`config.mk`:
```
export PLATFORM = sky130hd
export DESIGN_NAME = mips_decode_stage
export DESIGN_NICKNAME = d
export VERILOG_FILES = /design/src/rtl/mips_decode_pkg.sv /design/src/rtl/mips_decode_comb.sv /design/src/rtl/mips_decode_stage.sv
export SDC_FILE = /design/constraint.sdc
export NUM_CORES = 1
export LEC_CHECK = 0
export BUFFER_PORTS_ARGS = -buffer_cell sky130_fd_sc_hd__buf_2
export CAP_MARGIN = 20
export CORE_UTILIZATION = 46
export CTS_BUF_LIST = sky130_fd_sc_hd__clkbuf_8 sky130_fd_sc_hd__clkbuf_16
export DETAILED_ROUTE_END_ITERATION = 16
export PLACE_DENSITY_LB_ADDON = 0.05
export SLEW_MARGIN = 20
export SYNTH_ARGS = -nofsm -noshare
export SYNTH_HDL_FRONTEND = slang
export SYNTH_SLANG_ARGS = --single-unit
```
`constraint.sdc`:
```
create_clock -name clock -period 3 [get_ports clock]
set_input_delay 0.9 -clock clock [delete_from_list [all_inputs] [get_ports clock]]
set_output_delay 0.9 -clock clock [all_outputs]
set_load 0.05 [all_outputs]
```
`src/rtl/mips_decode_pkg.sv`:
```
// rtl/mips_decode_pkg.sv - opcode/funct constants, ALU codes and decode control types
package mips_decode_pkg;

  localparam logic [5:0] OP_OTHER0 = 6'h00;
  localparam logic [5:0] OP_ADDI   = 6'h08;
  localparam logic [5:0] OP_ANDI   = 6'h0c;
  localparam logic [5:0] OP_ORI    = 6'h0d;
  localparam logic [5:0] OP_XORI   = 6'h0e;

  localparam logic [5:0] OP0_ADD = 6'h20;
  localparam logic [5:0] OP0_SUB = 6'h22;
  localparam logic [5:0] OP0_AND = 6'h24;
  localparam logic [5:0] OP0_OR  = 6'h25;
  localparam logic [5:0] OP0_XOR = 6'h26;
  localparam logic [5:0] OP0_NOR = 6'h27;

  localparam logic [2:0] ALU_NONE = 3'b000;
  localparam logic [2:0] ALU_ADD  = 3'b010;
  localparam logic [2:0] ALU_SUB  = 3'b011;
  localparam logic [2:0] ALU_AND  = 3'b100;
  localparam logic [2:0] ALU_OR   = 3'b101;
  localparam logic [2:0] ALU_NOR  = 3'b110;
  localparam logic [2:0] ALU_XOR  = 3'b111;

  typedef enum logic [1:0] {
    SRC2_REG  = 2'd0,
    SRC2_SEXT = 2'd1,
    SRC2_ZEXT = 2'd2
  } src2_e;

  typedef struct packed {
    logic       rd_src;
    logic       writeenable;
    src2_e      alu_src2;
    logic [2:0] alu_op;
    logic       except;
  } ctrl_t;

  localparam ctrl_t CTRL_ILLEGAL = '{
    rd_src: 1'b0, writeenable: 1'b0, alu_src2: SRC2_REG, alu_op: ALU_NONE, except: 1'b1
  };

  typedef enum logic {
    ST_RUN  = 1'b0,
    ST_HALT = 1'b1
  } state_e;

endpackage

```
`src/rtl/mips_decode_comb.sv`:
```
// rtl/mips_decode_comb.sv - combinational opcode/funct to control-bundle decoder
module mips_decode_comb
  import mips_decode_pkg::*;
(
  input  logic [5:0] i_opcode,
  input  logic [5:0] i_funct,
  output ctrl_t      o_ctrl
);

  always_comb begin
    o_ctrl = '{rd_src: 1'b0, writeenable: 1'b1, alu_src2: SRC2_REG, alu_op: ALU_NONE, except: 1'b0};
    case (i_opcode)
      OP_OTHER0: begin
        case (i_funct)
          OP0_ADD: o_ctrl.alu_op = ALU_ADD;
          OP0_SUB: o_ctrl.alu_op = ALU_SUB;
          OP0_AND: o_ctrl.alu_op = ALU_AND;
          OP0_OR:  o_ctrl.alu_op = ALU_OR;
          OP0_XOR: o_ctrl.alu_op = ALU_XOR;
          OP0_NOR: o_ctrl.alu_op = ALU_NOR;
          default: o_ctrl = CTRL_ILLEGAL;
        endcase
      end
      OP_ADDI: begin
        o_ctrl.rd_src   = 1'b1;
        o_ctrl.alu_src2 = SRC2_SEXT;
        o_ctrl.alu_op   = ALU_ADD;
      end
      OP_ANDI: begin
        o_ctrl.rd_src   = 1'b1;
        o_ctrl.alu_src2 = SRC2_ZEXT;
        o_ctrl.alu_op   = ALU_AND;
      end
      OP_ORI: begin
        o_ctrl.rd_src   = 1'b1;
        o_ctrl.alu_src2 = SRC2_ZEXT;
        o_ctrl.alu_op   = ALU_OR;
      end
      OP_XORI: begin
        o_ctrl.rd_src   = 1'b1;
        o_ctrl.alu_src2 = SRC2_ZEXT;
        o_ctrl.alu_op   = ALU_XOR;
      end
      default: o_ctrl = CTRL_ILLEGAL;
    endcase
  end

endmodule

```
`src/rtl/mips_decode_stage.sv`:
```
// rtl/mips_decode_stage.sv - registered decode stage with handshake, illegal counter and RUN/HALT FSM
module mips_decode_stage
  import mips_decode_pkg::*;
#(
  parameter int DATA_W         = 32,
  parameter int CNT_W          = 8,
  parameter int HALT_ON_EXCEPT = 1
) (
  input  logic              clock,
  input  logic              reset,
  input  logic              in_valid,
  output logic              in_ready,
  input  logic [31:0]       inst,
  output logic              out_valid,
  input  logic              out_ready,
  input  logic              flush,
  input  logic              clear_except,
  output logic              rd_src,
  output logic              writeenable,
  output logic [1:0]        alu_src2,
  output logic [2:0]        alu_op,
  output logic              except,
  output logic [4:0]        rs,
  output logic [4:0]        rt,
  output logic [4:0]        rd_sel,
  output logic [DATA_W-1:0] imm_ext,
  output logic [CNT_W-1:0]  except_count,
  output logic              halted
);

  state_e             r_state;
  state_e             w_state_next;
  logic               r_out_valid;
  ctrl_t              r_ctrl;
  logic [4:0]         r_rs;
  logic [4:0]         r_rt;
  logic [4:0]         r_rd_sel;
  logic [DATA_W-1:0]  r_imm;
  logic [CNT_W-1:0]   r_cnt;
  ctrl_t              w_ctrl;
  logic [DATA_W-1:0]  w_imm;
  logic               w_accept;

  mips_decode_comb u_decode (
    .i_opcode (inst[31:26]),
    .i_funct  (inst[5:0]),
    .o_ctrl   (w_ctrl)
  );

  always_comb begin
    w_imm = '0;
    case (w_ctrl.alu_src2)
      SRC2_SEXT: w_imm = DATA_W'($signed(inst[15:0]));
      SRC2_ZEXT: w_imm = DATA_W'(inst[15:0]);
      default:   w_imm = '0;
    endcase
  end

  assign in_ready = reset && (r_state == ST_RUN) && !flush && (!r_out_valid || out_ready);
  assign w_accept = in_valid && in_ready;

  always_comb begin
    w_state_next = r_state;
    case (r_state)
      ST_RUN:  if (w_accept && w_ctrl.except && (HALT_ON_EXCEPT != 0)) w_state_next = ST_HALT;
      ST_HALT: if (clear_except) w_state_next = ST_RUN;
      default: w_state_next = ST_RUN;
    endcase
  end

  always_ff @(posedge clock) begin
    if (!reset) begin
      r_state     <= ST_RUN;
      r_out_valid <= 1'b0;
      r_ctrl      <= '0;
      r_rs        <= '0;
      r_rt        <= '0;
      r_rd_sel    <= '0;
      r_imm       <= '0;
      r_cnt       <= '0;
    end else begin
      r_state <= w_state_next;
      // Bundle registers load only on accept so they stay stable under backpressure.
      if (flush) begin
        r_out_valid <= 1'b0;
      end else if (w_accept) begin
        r_out_valid <= 1'b1;
        r_ctrl      <= w_ctrl;
        r_rs        <= inst[25:21];
        r_rt        <= inst[20:16];
        r_rd_sel    <= w_ctrl.rd_src ? inst[20:16] : inst[15:11];
        r_imm       <= w_imm;
      end else if (out_ready) begin
        r_out_valid <= 1'b0;
      end
      if (w_accept && w_ctrl.except && (r_cnt != {CNT_W{1'b1}})) begin
        r_cnt <= r_cnt + 1'b1;
      end
    end
  end

  assign out_valid    = r_out_valid;
  assign rd_src       = r_ctrl.rd_src;
  assign writeenable  = r_ctrl.writeenable;
  assign alu_src2     = r_ctrl.alu_src2;
  assign alu_op       = r_ctrl.alu_op;
  assign except       = r_ctrl.except;
  assign rs           = r_rs;
  assign rt           = r_rt;
  assign rd_sel       = r_rd_sel;
  assign imm_ext      = r_imm;
  assign except_count = r_cnt;
  assign halted       = (r_state == ST_HALT);

endmodule

```
==> out/results.ini, run 1 <==
[power_and_ir_drop]
power_per_cell_area_nw_per_um2=460.5
leakagePower_uw=0.001267
vdd_ir_drop_max_uv=286.0

[worst_setup_path]
crit_path_start_kind=input port
worst_r2r_path_depth=5
path_cells=buf_2 -> nand2b_1 -> nor3b_2 -> buf_2
required_ns=2.10
cpMaxStageDelayCell=buf_2
critical_path_peak_fanout=11
cp-end-kind=output pin
slowest_delay_ns=0.27
crit_type=in2out
crit_buf_inv=2
cp_top_family=buffers and inverters
critical_path_arrival_ns=1.66
cp_common_cell=buf_2
worst-path-stages=4

[cts]
post_cts.repair.setup_buffers=0
root_buffer=clkbuf_8
clockBufferDepth=2
cts_resized=0
cts_tree=built
htree_levels=2
clkLatencyLatePin_ns=0.29
clock-sinks=50
cts_hold_buf=0
numCtsBuffers=5
worst_setup_hold_path_clk_slew_ns=0.09

[sta]
tightestPinTransition_ns=0.4144
slew_headroom_pct=72.35
slew_viol_final=0
period_share_pct=85.36
max_freq_mhz=390.5
setup_slack_ns=0.4393
clock_skew_ns=0.003919
setup_tns_ns=0
period_needed_ns=2.561
rsz0062_at_grt=false
hold_viol=0
setup_viol=0

[outcome]
status=completed

[synth]
syn_area_per_cell_um2=8.250
yosys-top-cells-area=dfxtp_1 (44%), a21oi_1 (9.3%), nand2_1 (8.2%)
netlist_area_um2=2252
synth_edf_count=0
yosys_warnings=0
ys.flop_type=dfxtp_1
netlist-cell-type-count=42
yosys-top-cells-count=dfxtp_1 (50), nand2_1 (49), a21oi_1 (42)
yosysMostFrequentCell=dfxtp_1
synth_cells=273
syn-num-nets=314
synth_top_area_cell=dfxtp_1
yosysSeqAreaShare_pct=44.44
ys_ff_latch=50
synth_top_area_share_pct=44.44
synthArstFlopShare_pct=0

[run]
maxCapViolations=0

[min_path]
hp-class=reg2reg
holdPathStages=2

[cells_and_area]
nets=401
final_util_pct=60.11
layout-drive-gt1-share_pct=34.63
synthToLayoutAreaGrowth_pct=26.06
fin_cells=428
n_antenna_cell=0
final_cell_area_um2=2839

[floorplanning]
die_h_um=71.97
dieArea_um2=5180
pin_count=104
placementRows=25
die_x_um=71.97
coreArea_um2=4723
initial_core_util_pct=47.68

[drt]
drc=0
drt_iter0_drc=87
dr.pass1.iters=4
vias_per_cell=5.086
ant_nets=0
wirelength_um=5517
wl_per_cell_um=12.89
vias=2177

[place]
gp_congestion=0.7794
portBuffers=103
dp_cells=420
pre_cts_ws_ns=0.3540
hpwl_um=3854
placed_cell_area_um2=2733

[grt]
grt_max_degree=38
grt_antenna_before_repair=0
grt_overflow=0
grt_pass1_vias=1940
grt_pass1_wl_um=8990
grt_usage_pct=22.01

## kinds of logic (layout without fill, tap and decap cells)
logic type      count (synthesis)  count (layout)  share of synthesized area (%)
flops                          50              50                          44.44
buf+inv                        37             125                          9.055
mux                             7               7                          3.111
compound gates                 67              67                          17.83
fa+ha+maj                       4               4                          2.111
simple gates                  106             106                          22.67
xor+xnor                        2               2                         0.7779
## state kept, by name (all words and copies together) (netlist names)
name / cells
rd_src: 1
out_valid: 1
except: 1
writeenable: 1
except_count: 8
rs: 5
rd_sel: 5
imm_ext: 17
alu_op: 3
rt: 5
halted: 1
alu_src2: 2
## layout by cell type (no fill, tap or decap), types with 2 or more instances in the layout
master	count
nor2_1	9
nor3_1	4
o21ai_0	12
nand3_1	24
ha_1	3
a21oi_1	42
inv_1	8
clkbuf_8	5
buf_2	103
mux2i_1	7
a2bb2oi_1	2
nand2b_1	3
buf_4	7
o31ai_1	2
nand2_1	49
dfxtp_1	50
o41ai_1	2
or3_1	2
o311ai_0	2
## report_power, final
part	switching (uW)	internal, uW	total, uW	leakage [uW]
Sequential	6.84	676	683	0.000405
Combinational	115	51.8	167	0.000801
Clock	215	243	458	0.0000607
Total	337	971	1310	0.00127
## cell type report
type / count / area (um2)
timing repair buffer: 110 / 568.0
clock inverter: 3 / 37.54
inverter: 7 / 26.28
clock buffer: 5 / 68.82
sequential: 50 / 1001
tap: 67 / 83.83
multi-input combinational: 186 / 1054
fill: 462 / 1884
## worst register-to-register path, delay by kind of cell (launching register included)
| family | cells | cell delay [ns] |
|---|---|---|
| AO/OA/AOI/OAI | 1 | 0.15 |
| AND/OR/NAND/NOR | 4 | 1.18 |
| flip-flops | 1 | 0.34 |
## stage by stage
step / hold slack (ns) / total power [uW]
2_1_floorplan: 0.6707 / 803.6
3_3_place_gp: 0.4371 / 864.1
3_5_place_dp: 0.4413 / 864.4
4_1_cts: 0.4586 / 1321
5_1_grt: 0.4702 / 1356
6_report: 0.4558 / 1307
## path summary, 6_finish.rpt
check	start	to	slack, ns
max	reset	in_ready	0.44
min	rs[3]$_SDFFE_PN0P_	rs[3]$_SDFFE_PN0P_	0.46
max reg2reg	halted$_SDFF_PN0_	except_count[7]$_SDFFE_PN0P_	1.26
min reg2reg	rs[3]$_SDFFE_PN0P_	rs[3]$_SDFFE_PN0P_	0.46
## metal layers
metal  global-route usage [%]  wire [um]
met5                        0          0
met4                    5.664         41
met1                    28.02       2507
met3                    6.528        320
met2                    36.69       2647
Note: power is estimated with default switching activity, not from simulation.
==> inputs of run 2 (changes only) <==
Settings changed: BUFFER_PORTS_ARGS -buffer_cell sky130_fd_sc_hd__buf_2 to unset, CORE_ASPECT_RATIO set to 0.7, CORE_UTILIZATION 46 to 62, DONT_BUFFER_PORTS set to 1, SYNTH_HIERARCHICAL set to 1.
==> out/results.ini, run 2 <==
[grt]
grt_antenna_before_repair=0  ; unchanged
grt_pass1_wl_um=7389  ; -18%
grt_usage_pct=25.20  ; +3.2 points
grt_pass1_vias=1562  ; -19%
grt_overflow=0  ; unchanged
grt_max_degree=44  ; +16%

[outcome]
status=completed

[sta]
period_share_pct=85.53  ; +0.17 points
setup_tns_ns=0  ; unchanged
setup_viol=0  ; unchanged
clock_skew_ns=0.007533  ; +0.003614 ns
rsz0062_at_grt=false
period_needed_ns=2.566  ; +0.005040 ns
max_freq_mhz=389.7  ; -0.20%
slew_headroom_pct=56.80  ; -16 points
slew_viol_final=0  ; unchanged
tightestPinTransition_ns=0.6471  ; +0.2327 ns
hold_viol=0  ; unchanged

[floorplanning]
die_h_um=53.33  ; -26%
coreArea_um2=3558  ; -25%
initial_core_util_pct=65.58  ; +18 points
pin_count=104  ; unchanged
dieArea_um2=4017  ; -22%
die_x_um=75.33  ; +4.7%
placementRows=18  ; -28%

[synth]
yosys-top-cells-count=nand2_1 (55), dfxtp_1 (50), a21oi_1 (46)
netlist-cell-type-count=40  ; -4.8%
synth_top_area_share_pct=42.90  ; -1.5 points
synth_cells=285  ; +4.4%
yosys_warnings=6  ; +6
netlist_area_um2=2333  ; +3.6%
syn-num-nets=326  ; +3.8%
yosysSeqAreaShare_pct=42.90  ; -1.5 points
syn_area_per_cell_um2=8.188  ; -0.75%
ys_ff_latch=50  ; unchanged
synthArstFlopShare_pct=0  ; unchanged
synth_top_area_cell=dfxtp_1
yosys-top-cells-area=dfxtp_1 (43%), a21oi_1 (9.9%), nand2_1 (8.8%)
ys.flop_type=dfxtp_1
synth_edf_count=0  ; unchanged
yosysMostFrequentCell=nand2_1

[power_and_ir_drop]
power_per_cell_area_nw_per_um2=539.1  ; +17%
clockPowerShare_pct=37.9  ; +2.9 points
vdd_ir_drop_max_uv=406.8  ; +42%
power_frac_seq_pct=56.1  ; +3.9 points
switchingPower_uw=314.9  ; -6.4%
comb_power_share_pct=6.0  ; -6.7 points
swShare_pct=24.52  ; -1.2 points
p_int_uw=969.3  ; -0.15%
leakagePower_uw=0.0007570  ; -40%

[drt]
wl_per_cell_um=15.99  ; +24%
drt_iter0_drc=62  ; -29%
drc=0  ; unchanged
dr.pass1.iters=4  ; unchanged
vias_per_cell=5.889  ; +16%
vias=1861  ; -15%
wirelength_um=5053  ; -8.4%
ant_nets=0  ; unchanged

[cells_and_area]
n_antenna_cell=0  ; unchanged
mostFrequentLayoutCell=nand2_1
fin_cells=316  ; -26%
largest_reg_flops=17  ; unchanged
layout_common_cells=nand2_1 (55), dfxtp_1 (49), a21oi_1 (46)
nets=306  ; -24%
layout-drive-gt1-share_pct=9.774  ; -25 points
synthToLayoutAreaGrowth_pct=2.091

[cts]
cts_resized=0  ; unchanged
worst_setup_hold_path_clk_slew_ns=0.09  ; about the same
clkLatencyLatePin_ns=0.31  ; +0.02 ns
numCtsBuffers=5  ; unchanged
htree_levels=2  ; unchanged
clock-sinks=50  ; unchanged
post_cts.repair.setup_buffers=0  ; unchanged
cts_hold_buf=0  ; unchanged
cts_tree=built
root_buffer=clkbuf_8
clockBufferDepth=2  ; unchanged

[place]
gp_congestion=0.7736  ; -0.74%
dp_cells=308  ; -27%
portBuffers=0  ; -100%
hpwl_um=3548  ; -7.9%

[worst_setup_path]
crit_type=reg2out
cp-end-kind=output pin
crit_path_start_kind=register
critical_path_peak_fanout=4  ; -7
required_ns=2.10  ; about the same
critical_path_arrival_ns=1.67  ; about the same

[run]
maxCapViolations=0  ; unchanged

[min_path]
hp-class=in2reg

[run 2: cell count changes in the layout (fill, tap and decap cells not counted), sizes merged, moves of 2 or more]
cell	delta
nor2	+3
nor3	-2
a21o	+2
or4	+4
nand4	+2
a211oi	+6
o21ai	-8
buf	-102
nand3	-2
a21oi	+4
nand2	+5
[run 2: path summary, 6_finish.rpt]
path | startpoint | slack [ns] | cells past startpoint | to
setup / recovery | halted$_SDFF_PN0_ | 0.43 | 2 | in_ready
hold / removal | flush | 0.67 | 1 | out_valid$_SDFFE_PP0P_
setup reg to reg | halted$_SDFF_PN0_ | 1.01 | 4 | imm_ext[15]$_SDFFE_PN0P_
hold reg to reg | imm_ext[7]$_SDFFE_PN0P_ | 0.70 | 2 | imm_ext[7]$_SDFFE_PN0P_
[run 2: cell type report]
class / count / area [um2]
Sequential cell: 50 / 1005
Inverter: 7 / 26.28
Multi-Input combinational cell: 193 / 1092
Fill cell: 313 / 1176
Timing Repair Buffer: 8 / 80.08
Clock inverter: 2 / 33.78
Clock buffer: 6 / 82.58
Tap cell: 50 / 62.56
[run 2: kinds of logic (layout without fill, tap and decap cells)]
| kind of cell | Yosys count | in the layout | share of synthesized area [%] |
|---|---|---|---|
| AOI/OAI and AO/OA | 67 | 67 | 16.51 |
| muxes | 6 | 6 | 2.735 |
| DFF | 50 | 50 | 42.90 |
| and+or+nand+nor | 115 | 115 | 25.20 |
| adders and majority gates | 3 | 3 | 1.609 |
| xor gates and xnor gates | 2 | 2 | 0.7508 |
| buffers and inverters | 42 | 23 | 10.30 |
[run 2: layer usage]
layer / GRT usage (%) / part of all wire [%] / up-vias
met3: 8.952 / 10 / 8
met4: 8.642 / 1.4 / 0
met5: 0 / 0 / -
li1: - / - / 926
met2: 35.71 / 42 / 71
met1: 35.00 / 47 / 856
[run 2: worst max-delay path: stages (launching register included)]
cell	delay (ns)
dfxtp_1	0.52
nor3b_4	0.36
and2_1	0.48
[run 2: power groups by stage]
stage,combinational [uW],clock [uW],sequential (uW)
2_1_floorplan,70.5,0,735
3_3_place_gp,75.6,0,736
5_1_grt,84.7,519,722
3_5_place_dp,76.6,0,736
6_report,77.0,487,720
4_1_cts,76.8,496,720
[run 2: through the flow]
step	total power [uW]	utilization [%]	hold WS, ns	setup slack, ns	cell area, um2
final	1284	66.95	0.6686	0.4342	2382
after global routing	1326	66.95	0.6618	0.3716	2382
after detailed placement	812.7	63.68	0.6878	0.2699	2266
after floorplan	805.8	-	0.6666	0.1829	2333
after CTS	1293	66.95	0.6596	0.4220	2382
after global placement	811.5	63.68	0.6787	0.3153	2266
